**config.mk**
```make
export PLATFORM = sky130hd
export DESIGN_NAME = my_pipelined_barrel_shifter
export DESIGN_NICKNAME = d
export VERILOG_FILES = /design/src/rtl/shifter_pkg.sv /design/src/rtl/my_shift_stage.sv /design/src/rtl/my_pipelined_barrel_shifter.sv
export SDC_FILE = /design/constraint.sdc
export NUM_CORES = 1
export LEC_CHECK = 0
export ABC_AREA = 1
export BUFFER_PORTS_ARGS = -buffer_cell sky130_fd_sc_hd__buf_2
export CORE_AREA = 5 5 177 179
export CTS_CLUSTER_DIAMETER = 200
export DETAILED_ROUTE_END_ITERATION = 10
export DIE_AREA = 0 0 182 184
export HOLD_SLACK_MARGIN = 0.1
export PLACE_DENSITY = 0.57
export SYNTH_ARGS = -nofsm -noshare
export SYNTH_HDL_FRONTEND = slang
export SYNTH_HIERARCHICAL = 1
export SYNTH_SLANG_ARGS = --single-unit
```
**constraint.sdc**
```tcl
create_clock -name clock -period 1.4 [get_ports clock]
set_input_delay 0.07 -clock clock [delete_from_list [all_inputs] [get_ports clock]]
set_output_delay 0.07 -clock clock [all_outputs]
set_load 0.01 [all_outputs]
```
**src/rtl/shifter_pkg.sv**
```systemverilog
// Shared definitions for the pipelined barrel shifter: operation modes and
// the bit-reversal helper used to build left shifts from right shifts.
package shifter_pkg;

  typedef enum logic [1:0] {
    MODE_SRL = 2'b00,
    MODE_SRA = 2'b01,
    MODE_SLL = 2'b10,
    MODE_ROR = 2'b11
  } shift_mode_e;

  localparam int MAX_WIDTH = 64;

  // Reverses the low `width` bits of d; bits at and above `width` return zero.
  function automatic logic [MAX_WIDTH-1:0] bit_reverse(input logic [MAX_WIDTH-1:0] d,
                                                       input int width);
    logic [MAX_WIDTH-1:0] r;
    r = '0;
    for (int i = 0; i < MAX_WIDTH; i++) begin
      if (i < width) r[i] = d[width-1-i];
    end
    return r;
  endfunction

endpackage

```
**src/rtl/my_shift_stage.sv**
```systemverilog
// One log stage of the barrel shifter: shifts right by DIST when enabled,
// filling with zeros, the sign bit, or the bits rotated out, depending on mode.
module my_shift_stage
  import shifter_pkg::*;
#(
  parameter int WIDTH = 32,
  parameter int DIST  = 1
) (
  input  logic [WIDTH-1:0] data,
  input  logic             enable,
  input  shift_mode_e      mode,
  output logic [WIDTH-1:0] result
);

  logic [WIDTH-1:0] shifted;

  // Left shifts arrive here bit-reversed, so they take the zero-fill path.
  always_comb begin
    case (mode)
      MODE_SRA: shifted = {{DIST{data[WIDTH-1]}}, data[WIDTH-1:DIST]};
      MODE_ROR: shifted = {data[DIST-1:0], data[WIDTH-1:DIST]};
      default:  shifted = {{DIST{1'b0}}, data[WIDTH-1:DIST]};
    endcase
  end

  assign result = enable ? shifted : data;

endmodule

```
**src/rtl/my_pipelined_barrel_shifter.sv**
```systemverilog
// Elastic, optionally pipelined barrel shifter (SRL/SRA/SLL/ROR) with a
// passthrough tag and valid/ready handshakes on both sides. WIDTH: power of 2, 8..64.
module my_pipelined_barrel_shifter
  import shifter_pkg::*;
#(
  parameter int  WIDTH     = 32,
  parameter bit  PIPELINED = 1'b1,
  parameter int  TAG_W     = 5,
  localparam int SHAMT_W   = $clog2(WIDTH)
) (
  input  logic               clock,
  input  logic               reset_n,
  input  logic               in_valid,
  output logic               in_ready,
  input  logic [WIDTH-1:0]   in_data,
  input  logic [SHAMT_W-1:0] in_shamt,
  input  logic [1:0]         in_mode,
  input  logic [TAG_W-1:0]   in_tag,
  output logic               out_valid,
  input  logic               out_ready,
  output logic [WIDTH-1:0]   out_data,
  output logic [TAG_W-1:0]   out_tag
);

  localparam int NSLOT = PIPELINED ? SHAMT_W : 1;

  typedef struct packed {
    logic               valid;
    logic [WIDTH-1:0]   data;
    logic [SHAMT_W-1:0] shamt;
    shift_mode_e        mode;
    logic [TAG_W-1:0]   tag;
  } slot_t;

  slot_t            slot_q [NSLOT];
  slot_t            slot_d [NSLOT];
  logic [NSLOT-1:0] load;

  // Stage k shifts by 2^(SHAMT_W-1-k); its operand comes from the input port,
  // the previous slot register, or directly from the previous stage.
  for (genvar k = 0; k < SHAMT_W; k++) begin : g_stage
    logic               valid;
    logic [WIDTH-1:0]   data_in;
    logic [WIDTH-1:0]   data_out;
    logic [SHAMT_W-1:0] shamt;
    shift_mode_e        mode;
    logic [TAG_W-1:0]   tag;

    if (k == 0) begin : g_src
      assign valid   = in_valid;
      assign mode    = shift_mode_e'(in_mode);
      assign data_in = (mode == MODE_SLL)
                     ? WIDTH'(bit_reverse(MAX_WIDTH'(in_data), WIDTH)) : in_data;
      assign shamt   = in_shamt;
      assign tag     = in_tag;
    end else if (PIPELINED) begin : g_src
      assign valid   = slot_q[k-1].valid;
      assign data_in = slot_q[k-1].data;
      assign shamt   = slot_q[k-1].shamt;
      assign mode    = slot_q[k-1].mode;
      assign tag     = slot_q[k-1].tag;
    end else begin : g_src
      assign valid   = g_stage[k-1].valid;
      assign data_in = g_stage[k-1].data_out;
      assign shamt   = g_stage[k-1].shamt;
      assign mode    = g_stage[k-1].mode;
      assign tag     = g_stage[k-1].tag;
    end

    my_shift_stage #(
      .WIDTH (WIDTH),
      .DIST  (1 << (SHAMT_W - 1 - k))
    ) u_stage (
      .data   (data_in),
      .enable (shamt[SHAMT_W-1-k]),
      .mode   (mode),
      .result (data_out)
    );

    // The last stage undoes the operand reversal for left shifts.
    if (PIPELINED || k == SHAMT_W - 1) begin : g_slot
      localparam int S = PIPELINED ? k : 0;
      assign slot_d[S] = '{
        valid: valid,
        data:  (k == SHAMT_W - 1 && mode == MODE_SLL)
               ? WIDTH'(bit_reverse(MAX_WIDTH'(data_out), WIDTH)) : data_out,
        shamt: shamt,
        mode:  mode,
        tag:   tag
      };
    end
  end

  // Ready ripples from the output back to the input: a slot loads when it is
  // empty or its contents leave this cycle, so bubbles collapse.
  // NOTE: every variable written in always_comb gets a value on all paths
  // (here a default first); otherwise synthesis infers a latch.
  always_comb begin
    logic down_ready;
    load       = '0;
    down_ready = out_ready;
    for (int s = NSLOT - 1; s >= 0; s--) begin
      load[s]    = !slot_q[s].valid || down_ready;
      down_ready = load[s];
    end
  end

  assign in_ready = load[0];

  // NOTE: sequential state uses non-blocking (<=) so every slot samples the
  // pre-edge value of its upstream neighbour; blocking here would let data
  // race through several slots in one edge.
  // NOTE: the data fields are reset too, not only the valid bits, because the
  // last slot drives out_data/out_tag, which must read zero during reset.
  always_ff @(posedge clock or negedge reset_n) begin
    if (!reset_n) begin
      for (int s = 0; s < NSLOT; s++) slot_q[s] <= '0;
    end else begin
      for (int s = 0; s < NSLOT; s++) begin
        if (load[s]) begin
          if (slot_d[s].valid) slot_q[s]       <= slot_d[s];
          else                 slot_q[s].valid <= 1'b0;
        end
      end
    end
  end

  assign out_valid = slot_q[NSLOT-1].valid;
  assign out_data  = slot_q[NSLOT-1].data;
  assign out_tag   = slot_q[NSLOT-1].tag;

endmodule

```
==> metrics.txt <==
# TYPE chip_impl_metric gauge
chip_impl_metric{name="synth_cells",unit=""} 1599
chip_impl_metric{name="clk_latency",unit="ps"} 520
chip_impl_metric{name="final.min_clock_period",unit="ps"} 1602
chip_impl_metric{name="worstMarginPinSlew",unit="ps"} 481.1
chip_impl_metric{name="ffs_w_async_s_r_synth",unit="%"} 100.0
chip_impl_metric{name="n_antenna_cell",unit=""} 0
chip_impl_metric{name="fin_worst_skew",unit="ps"} 16.76
chip_impl_metric{name="drc",unit=""} 0
chip_impl_metric{name="global_route.overflow_total",unit=""} 0
chip_impl_metric{name="setup_viol",unit=""} 65
chip_impl_info{name="synthFlopType",value="sky130_fd_sc_hd__dfrtp_1"} 1
chip_impl_info{name="hold_class",value="input pin to async pin"} 1
chip_impl_metric{name="die_y_extent",unit="microns"} 184
chip_impl_metric{name="post_route_utilization",unit="%"} 46.53
chip_impl_metric{name="drtAntennaViolNets",unit=""} 0
chip_impl_metric{name="timing.hold.ws",unit="ps"} 98.48
chip_impl_metric{name="drv_cap",unit=""} 0
chip_impl_metric{name="postSynthNetCount",unit=""} 1647
chip_impl_metric{name="maxSlewHeadroom",unit="%"} 67.93
chip_impl_metric{name="initial_drc_count",unit=""} 610
chip_impl_metric{name="yosysSeqAreaShare",unit="%"} 46.10
chip_impl_metric{name="count_of_cell_types_in_the_netlist",unit=""} 23
chip_impl_info{name="cts_tree",value="built"} 1
chip_impl_info{name="critical_path_start_type",value="flop"} 1
chip_impl_info{name="worst_r2r_startpoint",value="out_valid"} 1
chip_impl_metric{name="buffer_ports.inserted",unit=""} 86
chip_impl_metric{name="dp_cells",unit=""} 2007
chip_impl_metric{name="wire_length_per_cell_after_detailed_routing",unit="microns"} 13.12
chip_impl_info{name="cts_root_buffer",value="sky130_fd_sc_hd__clkbuf_16"} 1
chip_impl_metric{name="layout-area-overhead-vs-synth",unit="%"} 21.19
chip_impl_metric{name="worstPathMaxFanout",unit=""} 3
chip_impl_metric{name="number_of_placed_i_o_pins",unit=""} 87
chip_impl_metric{name="ys_ff_latch",unit=""} 208
chip_impl_metric{name="floorplan.die.width",unit="microns"} 182
chip_impl_metric{name="hold_viol_final",unit=""} 0
chip_impl_metric{name="detailed_route_wl",unit="mm"} 27.76
chip_impl_metric{name="first_pass_iters",unit=""} 5
chip_impl_metric{name="ys.warnings.count",unit=""} 6
chip_impl_metric{name="vias_in_the_first_global_route",unit=""} 9683
chip_impl_metric{name="ctsHtreeMaxLevel",unit=""} 1
chip_impl_metric{name="gp_congestion",unit=""} 0.8004
chip_impl_metric{name="tritoncts.num_buffers",unit=""} 25
chip_impl_info{name="synth_top_area_cell",value="sky130_fd_sc_hd__dfrtp_1"} 1
chip_impl_metric{name="synth-edff-count",unit=""} 0
chip_impl_info{name="synth.cells.most_frequent",value="sky130_fd_sc_hd__nand2_1 (793), sky130_fd_sc_hd__dfrtp_1 (208), sky130_fd_sc_hd__nand3_1 (183)"} 1
chip_impl_info{name="synth_area_leaders",value="sky130_fd_sc_hd__dfrtp_1 (46%), sky130_fd_sc_hd__nand2_1 (26%), sky130_fd_sc_hd__nand3_1 (8.1%), sky130_fd_sc_hd__o21ai_0 (4.2%), sky130_fd_sc_hd__nor2_1 (2.6%)"} 1
chip_impl_metric{name="dp_hpwl",unit="mm"} 18.59
chip_impl_metric{name="final_layout_size_suffix_gt1_share",unit="%"} 12.80
chip_impl_metric{name="synth_top_cell_area_share",unit="%"} 46.10
chip_impl_metric{name="worst_setup_hold_path_clk_slew",unit="ps"} 60
chip_impl_metric{name="fin_crit_sh",unit="%"} 114.5
chip_impl_metric{name="power.ir.vdd_worst",unit="uV"} 830.0
chip_impl_info{name="outcome",value="finished, violations left"} 1
chip_impl_info{name="crit_path_end_kind",value="output port"} 1
chip_impl_info{name="synth.most_common_cell",value="sky130_fd_sc_hd__nand2_1"} 1
chip_impl_metric{name="placeableCoreArea",unit="sq um"} 29400
chip_impl_metric{name="num-nets-final",unit=""} 1758
chip_impl_metric{name="critPathRequiredTime",unit="ps"} 1330
chip_impl_metric{name="stdcell_count",unit=""} 2116
chip_impl_info{name="timing_startpoint_of_the_critical_path",value="out_valid"} 1
chip_impl_info{name="failing_checks",value="setup timing"} 1
chip_impl_metric{name="first_pass_grt_wire_length",unit="mm"} 46.57
chip_impl_info{name="critPathKind",value="flop to output port"} 1
chip_impl_metric{name="syn-mean-instance-area",unit="sq um"} 7.060
chip_impl_metric{name="p_leak",unit="nW"} 7.481
chip_impl_metric{name="fp_rows",unit=""} 63
chip_impl_metric{name="avgViaCountPerCell",unit=""} 4.754
chip_impl_metric{name="initial_utilization",unit="%"} 38.40
chip_impl_metric{name="groute.usage.overall",unit="%"} 16.13
chip_impl_metric{name="syn-cell-area",unit="sq um"} 11290
chip_impl_metric{name="p_total",unit="mW"} 25.29
chip_impl_metric{name="fmaxAchievable",unit="MHz"} 624.0
chip_impl_metric{name="antenna_found_initial",unit=""} 0
chip_impl_metric{name="grt_start_max_net_pins",unit=""} 66
chip_impl_metric{name="final.setup.worst_slack",unit="ps"} -202.5
chip_impl_metric{name="timing_max_transition_violations_final",unit=""} 0
chip_impl_metric{name="clk_path_buf_depth",unit=""} 3
chip_impl_metric{name="critPathArrivalTime",unit="ps"} 1530
chip_impl_metric{name="cellPowerDensity",unit="nW/um^2"} 1848
chip_impl_info{name="rsz_0062_raised_after_global_routing",value="yes"} 1
chip_impl_metric{name="die_area",unit="sq um"} 33490
chip_impl_metric{name="number_of_sinks_on_the_clock_net",unit=""} 208
chip_impl_metric{name="detailroute.via_count",unit=""} 10060
[cells in the final DEF, fill, tap and decap left out]
cell type,instances
sky130_fd_sc_hd__clkbuf_1,8
sky130_fd_sc_hd__o21ai_1,20
sky130_fd_sc_hd__buf_4,26
sky130_fd_sc_hd__nor2_4,1
sky130_fd_sc_hd__nand2_2,19
sky130_fd_sc_hd__dfrtp_2,1
sky130_fd_sc_hd__o21ai_0,84
sky130_fd_sc_hd__buf_16,1
sky130_fd_sc_hd__clkbuf_16,32
sky130_fd_sc_hd__nand3_4,3
sky130_fd_sc_hd__dfrtp_1,207
sky130_fd_sc_hd__nand2_8,1
sky130_fd_sc_hd__bufinv_16,1
sky130_fd_sc_hd__inv_6,2
sky130_fd_sc_hd__buf_2,84
sky130_fd_sc_hd__inv_8,2
sky130_fd_sc_hd__dlygate4sd3_1,48
sky130_fd_sc_hd__nand2_1,793
sky130_fd_sc_hd__nor2_2,2
sky130_fd_sc_hd__inv_2,2
sky130_fd_sc_hd__nand3_2,5
sky130_fd_sc_hd__buf_8,1
sky130_fd_sc_hd__nand3_1,179
sky130_fd_sc_hd__clkbuf_8,5
sky130_fd_sc_hd__buf_12,20
sky130_fd_sc_hd__clkinvlp_4,1
sky130_fd_sc_hd__buf_6,6
sky130_fd_sc_hd__clkinv_2,3
sky130_fd_sc_hd__nand2_4,1
sky130_fd_sc_hd__inv_1,51
sky130_fd_sc_hd__a21oi_1,40
sky130_fd_sc_hd__bufbuf_16,1
sky130_fd_sc_hd__inv_4,1
sky130_fd_sc_hd__nor2_1,75
[where the power goes]
part / switching, mW / internal (mW) / total (mW)
Sequential: 1.59 / 8.10 / 9.68
Combinational: 5.75 / 3.77 / 9.53
Clock: 2.41 / 3.67 / 6.08
[stage by stage]
step                      instance area, sq um  setup TNS (ps)  worst slack (ps)
after floorplan                          11290               0             37.55
after global placement                   12050               0            0.9355
after detailed placement                 12050          -31.40            -10.79
after CTS                                13410           -8528            -244.3
after global routing                     13680          -13410            -273.2
final                                    13680           -4894            -202.5
[per-layer routing]
layer  GRT usage [%]  routed length, microns  vias up  part of all wire [%]
met1           21.38                   12440     4545                    45
met5               0                       0        -                     0
met3           2.335                    1363       50                   4.9
met2           27.86                   13340      206                    48
met4           4.263                     617        0                   2.2
li1                -                       -     5259                     -
[state kept, by name (all words and copies together) (netlist names)]
| register | count |
|---|---|
| g_stage.data_in | 128 |
| g_stage.mode | 8 |
| g_stage.shamt | 10 |
| g_stage.tag | 20 |
| g_stage.valid | 4 |
| out_data | 32 |
| out_tag | 5 |
| out_valid | 1 |
[critical path: stages (launching register included)]
cell,delay (ps)
sky130_fd_sc_hd__dfrtp_1,390
sky130_fd_sc_hd__nand3_2,120
sky130_fd_sc_hd__nor2_4,150
sky130_fd_sc_hd__nand3_4,100
sky130_fd_sc_hd__buf_12,140
sky130_fd_sc_hd__buf_6,110
[worst paths after layout]
path | to | slack (ps) | depth (start not counted)
setup reg to reg | g_stage[1].shamt[3] | -130 | 9
hold / removal | out_tag[2] | 100 | 2
max in group asynchronous | g_stage[3].data_in[15] | 720 | 3
min in group clock | g_stage[1].data_in[9] | 110 | 7
setup / recovery | in_ready | -200 | 5
hold reg to reg | out_tag[1] | 470 | 2
[what timing repair did]
item | 4_1_cts | 5_1_grt
cloned | 2 | 10
buffers inserted | 5 | 1
gates resized for setup | 2 | 23
pin swaps | 2 | 5
hold buffers | 48 | 0
endpoints found under the hold margin | 251 | 0
setup endpoints to repair | 2 | 142
[cell type report]
type	count	area (sq um)
repair buffers	195	1828
inverters	57	236.5
clock inverters	6	61.31
multi-input cells	1223	5151
flip-flops and latches	208	5206
well taps	390	488.0
clock buffers	37	710.7
fillers	2989	15720
[kinds of logic after synthesis]
family / count (synthesis) / synth area share [%]
and+or+nand+nor: 1079 / 38.86
DFF: 208 / 46.10
buffers and inverters: 168 / 8.656
AOI/OAI and AO/OA: 144 / 6.384
No activity file was read; power rests on OpenSTA's default activity.
